$ cat src/rtl/tx_module_pkg.sv
// rtl/tx_module_pkg.sv - UART Tx state encodings, conf field offsets and config decode helpers
package tx_module_pkg;

  // Send* codes match the Recv* codes used by the Rx path
  localparam logic [2:0] ST_RESET       = 3'd0;
  localparam logic [2:0] ST_IDLE        = 3'd1;
  localparam logic [2:0] ST_SEND_START  = 3'd2;
  localparam logic [2:0] ST_SEND_DATA   = 3'd3;
  localparam logic [2:0] ST_SEND_PARITY = 3'd4;
  localparam logic [2:0] ST_SEND_STOP   = 3'd5;
  localparam logic [2:0] ST_DONE        = 3'd6;

  localparam int SAMPLE_COUNTER_MAX = 15;

  localparam int PARITY_BIT = 0;
  localparam int STOP_LSB   = 1;
  localparam int DATA_LSB   = 3;

  function automatic int data_bits(input int data_field);
    return 5 + data_field;
  endfunction

endpackage

$ cat src/rtl/tx_module.sv
// rtl/tx_module.sv - UART transmit engine: 5-8 data bits, optional even parity, 1-4 stop bits
module tx_module
  import tx_module_pkg::*;
#(
  parameter int MAX_UART_DATA_W      = 8,
  parameter int STOP_CONF_WIDTH      = 2,
  parameter int DATA_CONF_WIDTH      = 2,
  parameter int SAMPLE_COUNTER_WIDTH = 4,
  parameter int TOTAL_CONF_WIDTH     = 5
) (
  input  logic                        clk_i,
  input  logic                        rst_i,
  input  logic                        baud_en_i,
  input  logic                        tx_en_i,
  input  logic [TOTAL_CONF_WIDTH-1:0] tx_conf_i,
  input  logic                        tx_start_i,
  input  logic [MAX_UART_DATA_W-1:0]  tx_data_i,
  output logic                        tx_ready_o,
  output logic                        tx_busy_o,
  output logic                        tx_done_o,
  output logic                        uart_tx_o
);

  localparam int DATA_CNT_W = $clog2(MAX_UART_DATA_W);

  logic [2:0]                      state_q, state_d;
  logic [SAMPLE_COUNTER_WIDTH-1:0] sample_q, sample_d;
  logic [DATA_CNT_W-1:0]           data_cnt_q, data_cnt_d;
  logic [STOP_CONF_WIDTH-1:0]      stop_cnt_q, stop_cnt_d;
  logic [MAX_UART_DATA_W-1:0]      data_q, data_masked;
  logic [DATA_CONF_WIDTH-1:0]      data_conf_q, data_conf_in;
  logic [STOP_CONF_WIDTH-1:0]      stop_conf_q;
  logic                            parity_en_q, pending_q, busy_q;
  logic                            accept, last_sample, last_data_bit, in_send;
  logic                            clr_pending, frame_end, line_d;

  assign tx_ready_o   = (state_q == ST_IDLE) && !pending_q;
  assign tx_busy_o    = busy_q;
  assign accept       = tx_start_i && tx_ready_o;
  assign data_conf_in = tx_conf_i[DATA_LSB +: DATA_CONF_WIDTH];

  assign in_send       = (state_q == ST_SEND_START) || (state_q == ST_SEND_DATA) ||
                         (state_q == ST_SEND_PARITY) || (state_q == ST_SEND_STOP);
  assign last_sample   = (sample_q == SAMPLE_COUNTER_WIDTH'(SAMPLE_COUNTER_MAX));
  assign last_data_bit = (int'(data_cnt_q) == data_bits(int'(data_conf_q)) - 1);

  // Unused upper bits are zeroed so the parity XOR can cover the whole register
  always_comb begin
    data_masked = '0;
    for (int i = 0; i < MAX_UART_DATA_W; i++) begin
      if (i < data_bits(int'(data_conf_in))) data_masked[i] = tx_data_i[i];
    end
  end

  always_comb begin
    state_d     = state_q;
    sample_d    = sample_q;
    data_cnt_d  = data_cnt_q;
    stop_cnt_d  = stop_cnt_q;
    clr_pending = 1'b0;
    frame_end   = 1'b0;
    if (in_send) sample_d = last_sample ? '0 : sample_q + SAMPLE_COUNTER_WIDTH'(1);
    case (state_q)
      ST_RESET:      if (tx_en_i) state_d = ST_IDLE;
      ST_IDLE: begin
        if (pending_q) begin
          state_d     = ST_SEND_START;
          clr_pending = 1'b1;
        end
      end
      ST_SEND_START: if (last_sample) state_d = ST_SEND_DATA;
      ST_SEND_DATA: begin
        if (last_sample) begin
          if (last_data_bit) begin
            data_cnt_d = '0;
            state_d    = parity_en_q ? ST_SEND_PARITY : ST_SEND_STOP;
          end else begin
            data_cnt_d = data_cnt_q + DATA_CNT_W'(1);
          end
        end
      end
      ST_SEND_PARITY: if (last_sample) state_d = ST_SEND_STOP;
      ST_SEND_STOP: begin
        if (last_sample) begin
          if (stop_cnt_q == stop_conf_q) begin
            stop_cnt_d = '0;
            state_d    = ST_DONE;
          end else begin
            stop_cnt_d = stop_cnt_q + STOP_CONF_WIDTH'(1);
          end
        end
      end
      ST_DONE: begin
        frame_end = 1'b1;
        state_d   = tx_en_i ? ST_IDLE : ST_RESET;
      end
      default: state_d = ST_RESET;
    endcase
  end

  // Line level is chosen from the next state so it is registered in step with the FSM
  always_comb begin
    line_d = 1'b1;
    case (state_d)
      ST_SEND_START:  line_d = 1'b0;
      ST_SEND_DATA:   line_d = data_q[data_cnt_d];
      ST_SEND_PARITY: line_d = ^data_q;
      default:        line_d = 1'b1;
    endcase
  end

  always_ff @(posedge clk_i) begin
    if (rst_i) begin
      state_q     <= ST_RESET;
      sample_q    <= '0;
      data_cnt_q  <= '0;
      stop_cnt_q  <= '0;
      data_q      <= '0;
      data_conf_q <= '0;
      stop_conf_q <= '0;
      parity_en_q <= 1'b0;
      pending_q   <= 1'b0;
      busy_q      <= 1'b0;
      tx_done_o   <= 1'b0;
      uart_tx_o   <= 1'b1;
    end else begin
      tx_done_o <= 1'b0;
      if (accept) begin
        data_q      <= data_masked;
        data_conf_q <= data_conf_in;
        stop_conf_q <= tx_conf_i[STOP_LSB +: STOP_CONF_WIDTH];
        parity_en_q <= tx_conf_i[PARITY_BIT];
        pending_q   <= 1'b1;
        busy_q      <= 1'b1;
      end
      if (baud_en_i) begin
        state_q    <= state_d;
        sample_q   <= sample_d;
        data_cnt_q <= data_cnt_d;
        stop_cnt_q <= stop_cnt_d;
        uart_tx_o  <= line_d;
        if (clr_pending) pending_q <= 1'b0;
        if (frame_end) begin
          tx_done_o <= 1'b1;
          busy_q    <= 1'b0;
        end
      end
    end
  end

endmodule
$ cat config.mk
export PLATFORM = sky130hd
export DESIGN_NAME = tx_module
export DESIGN_NICKNAME = d
export VERILOG_FILES = /design/src/rtl/tx_module_pkg.sv /design/src/rtl/tx_module.sv
export SDC_FILE = /design/constraint.sdc
export NUM_CORES = 1
export LEC_CHECK = 0
export CORE_ASPECT_RATIO = 0.5
export CORE_MARGIN = 3
export CORE_UTILIZATION = 49
export DETAILED_ROUTE_END_ITERATION = 10
export MAX_ROUTING_LAYER = met4
export PLACE_DENSITY = 0.83
export SETUP_SLACK_MARGIN = 0.05
export SLEW_MARGIN = 20
export SYNTH_ARGS = -nofsm -noshare
export SYNTH_HDL_FRONTEND = slang
export SYNTH_SLANG_ARGS = --single-unit
$ cat constraint.sdc
create_clock -name clk_i -period 2.3 [get_ports clk_i]
set_clock_uncertainty 0.05 [all_clocks]
set_input_delay 0.69 -clock clk_i [delete_from_list [all_inputs] [get_ports clk_i]]
set_output_delay 0.69 -clock clk_i [all_outputs]
set_load 0.02 [all_outputs]
Yosys cells after proc, flatten, opt, wreduce, memory -nomap -nowiden. Index checks and enable logic that the tools add are counted.

Register bits after elaboration: 29. Output and inout bits: 4. Logic and storage cells: 88.

$add $sub $neg: 6. Magnitude comparators: 9. Equal/unequal tests: 12. Multiplexer cells: 37. Bitwise gates (word level): 1. Reductions and logical operators: 11.

Operator list (number): less-than comparator 4 x 32 -> 1 bit (first input constant) (3); less-than comparator 3 x 32 -> 1 bit (first input constant) (2); two-way mux 3 bit (11); less-than comparator 1 x 32 -> 1 bit (first input constant) (1); less-than comparator 2 x 32 -> 1 bit (first input constant) (1); two-way mux 1 bit (21); case mux 3 bit (7 select lines) (1); equality test 3 x 2 -> 1 bit (second input constant) (4); equality test 3 bit (second input constant) (4); adder 3 x 2 -> 4 bit (first input constant) (2); XOR reduction 8 bit (1); equality test 4 x 5 -> 1 bit (1); subtractor 4 x 1 -> 5 bit (second input constant) (1); adder 4 x 1 -> 4 bit (second input constant) (1); equality test 4 bit (second input constant) (1); less-than comparator 3 x 4 -> 1 bit (first input constant) (1); less-than comparator 3 x 4 -> 1 bit (second input constant) (1); two-way mux 4 bit (1); adder 3 x 1 -> 3 bit (second input constant) (1); binary-select mux 1 bit (select 3 bit) (1); equality test 3 x 1 -> 1 bit (second input constant) (1); logical NOT 3 bit (1); logical OR 1 bit (3); case mux 1 bit (3 select lines) (1); 9 further kinds (10).

Depth between registers and ports, before layout. Gate-level depths: netlist of run 1.

Depth after elaboration: 9. Gate-level depth with buffers: 10. Depth with buffers taken out: 8.

Worst setup path after synthesis of run 1. No wires, ideal clock.

Path type: register to register. Start: reg sample_q[0]. End: reg uart_tx_o. Library setup time: 122 ps. Data arrival time: 2056 ps. Setup slack: 71 ps. Stages on the path, launching flop included: 10. Path buffers: 2. Clock period less this slack: 2229 ps. Path through: dfxtp_1 > ha_1 > and4_4 > and2_4 > buf_8 > buf_8 > o221ai_2 > o211ai_1 > a311o_1 > a311o_1.

Word-level cells in the longest chain between the ends: 6. Elaborated cells on any way between the ends: 14.

Ends and longest elaborated chain: from (decl) (line tx_module.sv:27) `logic [SAMPLE_COUNTER_WIDTH-1:0] sample_q, sample_d;`; from (signal assigned) (line tx_module.sv:138) `sample_q <= sample_d;`; equality test 4 bit * (line tx_module.sv:44) `assign last_sample = (sample_q == SAMPLE_COUNTER_WIDTH'(SAMPLE_COUNTER_MAX));`; two-way mux 3 bit (line tx_module.sv:73) `if (last_sample) begin`; two-way mux 3 bit (line tx_module.sv:63) `case (state_q)`; binary-select mux 1 bit (select 3 bit) (line tx_module.sv:106) `ST_SEND_DATA: line_d = data_q[data_cnt_d];`; two-way mux 1 bit (implied by the code) (line tx_module.sv:106); case mux 1 bit (3 select lines) * (line tx_module.sv:104) `case (state_d)`; to (signal assigned) (line tx_module.sv:141) `uart_tx_o <= line_d;`; to (decl) (line tx_module.sv:21) `output logic uart_tx_o`.

Mark *: on every way between the ends. The rest lies on a longest branch, timed or not. The select of a mux whose other input is x is not followed. A chain may end at the register's enable or synchronous reset.

Worst setup path after layout of run 1. Ends and elaborated chain as after synthesis.

==> results of run 1 <==
-- flip-flops by register name (all words and copies together) (netlist names) --
| register | flops |
|---|---|
| sample_q | 4 |
| stop_conf_q | 2 |
| data_cnt_q | 3 |
| pending_q | 1 |
| tx_done_o | 1 |
| stop_cnt_q | 2 |
| data_q | 8 |
| uart_tx_o | 1 |
| state_q | 3 |
| tx_busy_o | 1 |
| parity_en_q | 1 |
| data_conf_q | 2 |
-- layout make-up --
class,count,share of cell area (%)
Sequential cell,29,28.6
Inverter,3,0.551
Timing Repair Buffer,35,15.4
Tap cell,40,2.45
Multi-Input combinational cell,161,48.7
Clock buffer,7,4.22
-- metal layers --
metal,vias to the layer above,track usage [%]
li1,785,-
met1,740,23.7
met2,49,37.6
met3,5,5.36
met5,-,-
met4,0,8.26
-- per-stage QoR --
step / util (%) / total power [mW] / cells / hold slack, ns / cell area [um^2]
2_1_floorplan: - / 0.627 / 207 / 0.386 / 1620
3_3_place_gp: 60.7 / 0.685 / 264 / 0.409 / 1870
3_5_place_dp: 60.7 / 0.690 / 264 / 0.422 / 1870
4_1_cts: 64.0 / 1.11 / 273 / 0.431 / 1970
5_1_grt: 66.3 / 1.15 / 275 / 0.440 / 2040
6_report: 66.3 / 1.10 / 275 / 0.432 / 2040
-- logic make-up (layout without fill, tap and decap cells) --
group / count (synthesis) / after routing
buffers and inverters: 17 / 45
adder cells (fa/ha/maj): 2 / 2
flip-flops: 29 / 29
AO/OA/AOI/OAI: 53 / 53
multiplexers: 3 / 3
XOR/XNOR: 12 / 12
AND/OR/NAND/NOR: 91 / 91
-- cell usage in the layout (no fill, tap or decap), drive strengths merged, types with 2 or more instances in the layout --
| cell type | count |
|---|---|
| nand3 | 6 |
| a221oi | 2 |
| mux2i | 3 |
| a311o | 2 |
| nand2 | 40 |
| nor3 | 5 |
| dfxtp | 29 |
| clkbuf | 7 |
| nand2b | 3 |
| clkdlybuf4s50 | 20 |
| and3 | 2 |
| buf | 14 |
| or3 | 2 |
| xnor2 | 8 |
| o221ai | 2 |
| inv | 3 |
| xor2 | 4 |
| ha | 2 |
| o22ai | 3 |
| and2 | 3 |
| nor2 | 21 |
| a211oi | 3 |
| nand4 | 2 |
| o211ai | 3 |
| nor2b | 3 |
| a21oi | 24 |
| nor4 | 2 |
| o21ai | 4 |
-- how the worst max path moves through the flow --
stage	endpoint	depth (start not counted)	slack [ns]
5_1_grt	uart_tx_o	8	0.05
2_1_floorplan	uart_tx_o	9	0.07
3_5_place_dp	uart_tx_o	8	0.02
4_1_cts	uart_tx_o	8	0.07
6_report	uart_tx_o	8	0.13
3_3_place_gp	uart_tx_o	8	0.1
-- critical path, delay by kind of cell (launching register included) --
kind	cells	cell delay, ns
flops	1	0.36
compound gates	4	0.95
fa+ha+maj	1	0.16
simple gates	2	0.37
buf+inv	1	0.16
-- Yosys cell counts, types with 4 or more instances --
cell / number
xnor2_1: 8
nor3_1: 5
nand2_1: 39
buf_2: 4
nor2_1: 21
nand3_1: 6
xor2_1: 4
dfxtp_1: 29
a21oi_1: 24
clkbuf_1: 7
-- what timing repair did --
item,in CTS,in global routing
resized for setup,2,13
pin swaps,0,3
setup buffers,2,2
endpoints found under the setup margin,2,2
-- power by group through the flow --
| stage | Clock [mW] | Combinational [mW] | Sequential (mW) |
|---|---|---|---|
| 6_report | 0.419 | 0.152 | 0.533 |
| 5_1_grt | 0.447 | 0.167 | 0.535 |
| 3_5_place_dp | 0 | 0.148 | 0.543 |
| 4_1_cts | 0.428 | 0.148 | 0.532 |
| 2_1_floorplan | 0 | 0.0862 | 0.541 |
| 3_3_place_gp | 0 | 0.144 | 0.542 |
==> flow_summary_export.csv, run 1 <==
group,metric,value,unit
logic_synthesis,muxShareOfSynthArea,1.85,%
die,coreArea,3080,um^2
setup_path,path_cells,"ha_4 -> and4_4 -> and2_4 -> buf_4 -> o221ai_2 -> o211ai_1 -> a311o_1 -> a311o_1",
setup_path,cp_common_cell,"a311o_1",
logic_synthesis,synth_top_family_by_area,"simple AND/OR/NAND/NOR gates",
logic_synthesis,syn_nets,227,
pwr,cellInternalPower,831,uW
timing,maxSlewHeadroom,69.2,%
logic_synthesis,syn-cell-area,1620,um^2
global_routing,antenna_found_initial,0,
setup_path,r2r_cells,8,
timing,tns,0,ns
timing,setup_ws,0.134,ns
final_layout,antenna_cells,0,
place,portBuffers,21,
setup_path,worstPathRequired,2.42,ns
pwr,power.share.clock,37.9,%
hold_path,min-delay-start,"stop_conf_q[0]",
detailed_routing,drtAntennaViolNets,0,
logic_synthesis,synth_area_leaders,"dfxtp_1 36%, nand2_1 9.0%, a21oi_1 7.4%, nor2_1 4.9%, xnor2_1 4.3%",
setup_path,cp_max_fo,8,
timing,fmax,462,MHz
final_layout,register_area,586,um^2
clocking,holdBufCountCts,0,
pwr,p_leak,0.709,nW
logic_synthesis,synthArstFlopShare,0,%
logic_synthesis,yosys.area_share.adder,1.54,%
logic_synthesis,synth_edf_count,0,
pwr,switching_share,24.7,%
pwr,combPwrFrac,13.8,%
detailed_routing,route.detailed.drc,0,
clocking,cts_tree,"yes",
logic_synthesis,synth_cells,207,
clocking,clk-insertion-delay-late,0.28,ns
detailed_routing,vias,1579,
global_routing,grt_use_total,21.3,%
timing,finalHoldViolations,0,
timing,rsz0062_at_grt,"no",
detailed_routing,wl_per_cell,14.5,um
logic_synthesis,synth_compound_area_share,21.7,%
detailed_routing,wl_met1,1730,um
setup_path,critPathLaunchType,"flip-flop",
place,globalplace.congestion,0.875,
final_layout,drive_gt1_share,16.6,%
die,die_area,4080,um^2
pwr,power_frac_seq,48.3,%
setup_path,timing_worst_setup_path_type,"flip-flop to flip-flop",
timing,min_period_over_period,94.2,%
logic_synthesis,yosysSeqAreaShare,35.7,%
die,dieHeight,46.7,um
detailed_routing,dr.max_layer_used,"met4",
hold_path,whs_path_depth,2,
detailed_routing,avgViaCountPerCell,5.74,
setup_path,reg2reg_from,"sample_q[0]",
global_routing,grt_overflow,0,
detailed_routing,firstDrtPassIters,4,
clocking,ctsRootBufferMaster,"clkbuf_8",
die,io_pins,22,
timing,drv_slew,0,
hold_path,min_path_type,"flip-flop to flip-flop",
clocking,cts_buffers,5,
detailed_routing,drt_iter0_drc,70,
clocking,htreeDepth,2,
setup_path,cpPeakStageDelay,0.36,ns
hold_path,holdPathEnd,"stop_conf_q[0]",
setup_path,timing.critical_path.from,"sample_q[0]",
clocking,clk_pin_slew,0.06,ns
pwr,netSwitchingPower,273,uW
die,rows,14,
global_routing,grt_pass1_wl,6460,um
setup_path,r2r_setup_slack,0.13,ns
detailed_routing,route.met2.wl,1990,um
final_layout,fin_nets,255,
detailed_routing,wl_met3,236,um
final_layout,syn2layout_area_growth,25.9,%
logic_synthesis,synth_warnings,0,
logic_synthesis,avgSynthCellArea,7.85,um^2
die,dieWidth,87.4,um
setup_path,arrival,2.28,ns
clocking,cts.path.max_buffers,2,
pwr,irDropWorstVdd,0.000333,V
place,pre_cts_ws,0.0182,ns
timing,tightest_slew,0.461,ns
setup_path,critPathSlowestCell,"dfxtp_4",
detailed_routing,routed_wl,3990,um
logic_synthesis,synth-simple-area-share,26.6,%
timing,period_minus_slack,2.17,ns
setup_path,endpoint_kind,"flip-flop",
final_layout,fillers,251,
final_layout,multiInputGateArea,996,um^2
global_routing,grt_max_degree,14,
die,start_util,52.7,%
logic_synthesis,yosysUniqueCellTypes,48,
logic_synthesis,synth_top_cell_area_share,35.7,%
run_status,status,"finished, final reports clean",
clocking,clock-sinks,29,
pwr,p_per_area,540,nW/um^2
logic_synthesis,ys.flop_type,"dfxtp_1",
run,cap_violations,0,
place,dp.final_hpwl,2830,um
setup_path,r2r-end,"uart_tx_o",
timing,setup-violations-final,0,
logic_synthesis,synth-seq-cells,29,
global_routing,grt_pass1_vias,1482,
logic_synthesis,synth_xor_xnor_area_share,6.47,%
logic_synthesis,yosysTopAreaCell,"dfxtp_1",
(Power assumes the default switching activity.)
==> run 2: changes to the inputs <==
--- a/config.mk
+++ b/config.mk
@@ -7,10 +7,10 @@
 export LEC_CHECK = 0
 export CORE_ASPECT_RATIO = 0.5
 export CORE_MARGIN = 3
-export CORE_UTILIZATION = 49
+export CORE_UTILIZATION = 30
 export DETAILED_ROUTE_END_ITERATION = 10
 export MAX_ROUTING_LAYER = met4
-export PLACE_DENSITY = 0.83
+export PLACE_DENSITY = 0.59
 export SETUP_SLACK_MARGIN = 0.05
 export SLEW_MARGIN = 20
 export SYNTH_ARGS = -nofsm -noshare
==> flow_summary_export.csv, run 2 (synthesized netlist as in run 1, its figures left out) <==
group,metric,value,unit
clocking,clk_pin_slew,0.07,ns
detailed_routing,drtAntennaViolNets,0,
clocking,clock-sinks,29,
global_routing,grt_overflow,0,
clocking,ctsRootBufferMaster,"clkbuf_8",
run,cap_violations,0,
final_layout,multiInputGateArea,957,um^2
timing,rsz0062_at_grt,"yes",
setup_path,arrival,2.34,ns
final_layout,syn2layout_area_growth,29.4,%
final_layout,drive_gt1_share,15.5,%
clocking,cts_buffers,5,
setup_path,timing.critical_path.from,"sample_q[0]",
pwr,switching_share,23.9,%
timing,tns,0,ns
place,dpl.cell_count,297,
final_layout,final_common_cell,"nand2_1",
pwr,p_per_area,594,nW/um^2
pwr,power.share.clock,45.1,%
timing,drv_slew,0,
timing,period_minus_slack,2.23,ns
timing,maxSlewHeadroom,68.2,%
clocking,cts_tree,"yes",
pwr,netSwitchingPower,298,uW
setup_path,critPathLaunchType,"flip-flop",
hold_path,min_path_type,"flip-flop to flip-flop",
clocking,holdBufCountCts,0,
global_routing,grt_pass1_vias,1421,
pwr,p_leak,0.747,nW
global_routing,antenna_found_initial,0,
final_layout,layout_common_cells,"39 x nand2_1, 27 x dfxtp_1, 24 x a21oi_1",
detailed_routing,drt_iter0_drc,73,
pwr,cellInternalPower,949,uW
final_layout,top_regs,"data_q: 8 flops, sample_q: 4 flops",
setup_path,critPathSlowestCell,"a311o_1",
global_routing,grt_use_total,13.0,%
global_routing,grt_max_degree,16,
setup_path,reg2reg_from,"sample_q[0]",
timing,tightest_slew,0.477,ns
die,io_pins,22,
die,dieHeight,58.0,um
setup_path,cp_common_cell,"a311o_1",
setup_path,cp_max_fo,6,
setup_path,worstPathRequired,2.42,ns
detailed_routing,wl_per_cell,12.4,um
timing,min_period_over_period,96.8,%
pwr,power_frac_seq,42.7,%
pwr,irDropWorstVdd,0.000220,V
detailed_routing,vias,1510,
place,dp.final_hpwl,2890,um
die,rows,18,
die,die_area,6390,um^2
place,globalplace.congestion,0.840,
final_layout,fillers,518,
run_status,status,"finished, final reports clean",
setup_path,timing_worst_setup_path_type,"flip-flop to flip-flop",
final_layout,layout.cells.non_filler,309,
setup_path,path_cells,"ha_1 -> and4_4 -> and2_4 -> buf_4 -> o221ai_2 -> o211ai_1 -> a311o_1 -> a311o_1",
final_layout,fin_nets,258,
pwr,combPwrFrac,12.3,%
final_layout,antenna_cells,0,
global_routing,grt_pass1_wl,6360,um
timing,finalHoldViolations,0,
die,start_util,32.0,%
detailed_routing,route.detailed.drc,0,
die,coreArea,5070,um^2
final_layout,register_area,583,um^2
place,portBuffers,21,
hold_path,min-delay-start,"parity_en_q",
timing,setup-violations-final,0,
detailed_routing,firstDrtPassIters,4,
clocking,htreeDepth,2,
final_layout,largest_register_ff_count,8,
timing,fmax,449,MHz
clocking,cts.path.max_buffers,2,
setup_path,endpoint_kind,"flip-flop",
final_layout,regMostFlops,"data_q",
detailed_routing,routed_wl,3840,um
setup_path,cpPeakStageDelay,0.36,ns
clocking,clk-insertion-delay-late,0.28,ns
die,dieWidth,110,um
detailed_routing,avgViaCountPerCell,4.89,
run 2: worst paths after layout:
path            endpoint  slack, ns  cells past startpoint
max            uart_tx_o       0.07                      8
max reg2reg    uart_tx_o       0.07                      8
min          parity_en_q       0.42                      2
min reg2reg  parity_en_q       0.42                      2
run 2: repair_timing:
action | in CTS | in global routing
cloned | 0 | 1
pin swaps | 0 | 0
setup endpoints to repair | 2 | 2
buffers inserted | 3 | 0
gates resized for setup | 2 | 3
hold endpoints to repair | 0 | 0
run 2: worst max-delay path: cells and delay by family, from the launching register on:
family	cells	cell delay [ns]
AOI/OAI and AO/OA	4	0.97
and+or+nand+nor	2	0.39
adders and majority gates	1	0.21
buffers and inverters	1	0.15
DFF	1	0.34
run 2: metrics by stage:
stage	instance area (um^2)	worst slack, ns	hold slack [ns]	utilization, %	total power, mW
floorplan	1620	0.0713	0.386	-	0.627
global placement	1940	0.0842	0.414	38.4	0.694
detailed placement	1940	0.00979	0.416	38.4	0.696
CTS	2090	0.0515	0.427	41.2	1.26
global route	2100	0.0221	0.458	41.5	1.30
finish	2100	0.0735	0.423	41.5	1.25
run 2: power groups by stage:
stage	clock (mW)	combinational, mW	sequential [mW]
floorplan	0	0.0862	0.541
global route	0.595	0.171	0.534
CTS	0.574	0.153	0.531
finish	0.562	0.153	0.532
global placement	0	0.152	0.542
detailed placement	0	0.154	0.542
run 2: final cells by class:
cell class	instances	share of cell area, %
Timing Repair Buffer	37	16.3
Sequential cell	29	27.8
Multi-Input combinational cell	162	45.6
Inverter	3	0.536
Clock inverter	2	1.79
Tap cell	70	4.17
Clock buffer	6	3.93
run 2: layer usage:
layer  global-route usage [%]  vias up  wire length (um)
met5                        -        -                 0
met4                     3.20        0                 0
met3                     3.78        0               135
met2                     20.0       22              1770
met1                     16.9      698              1940
li1                         -      790                 -
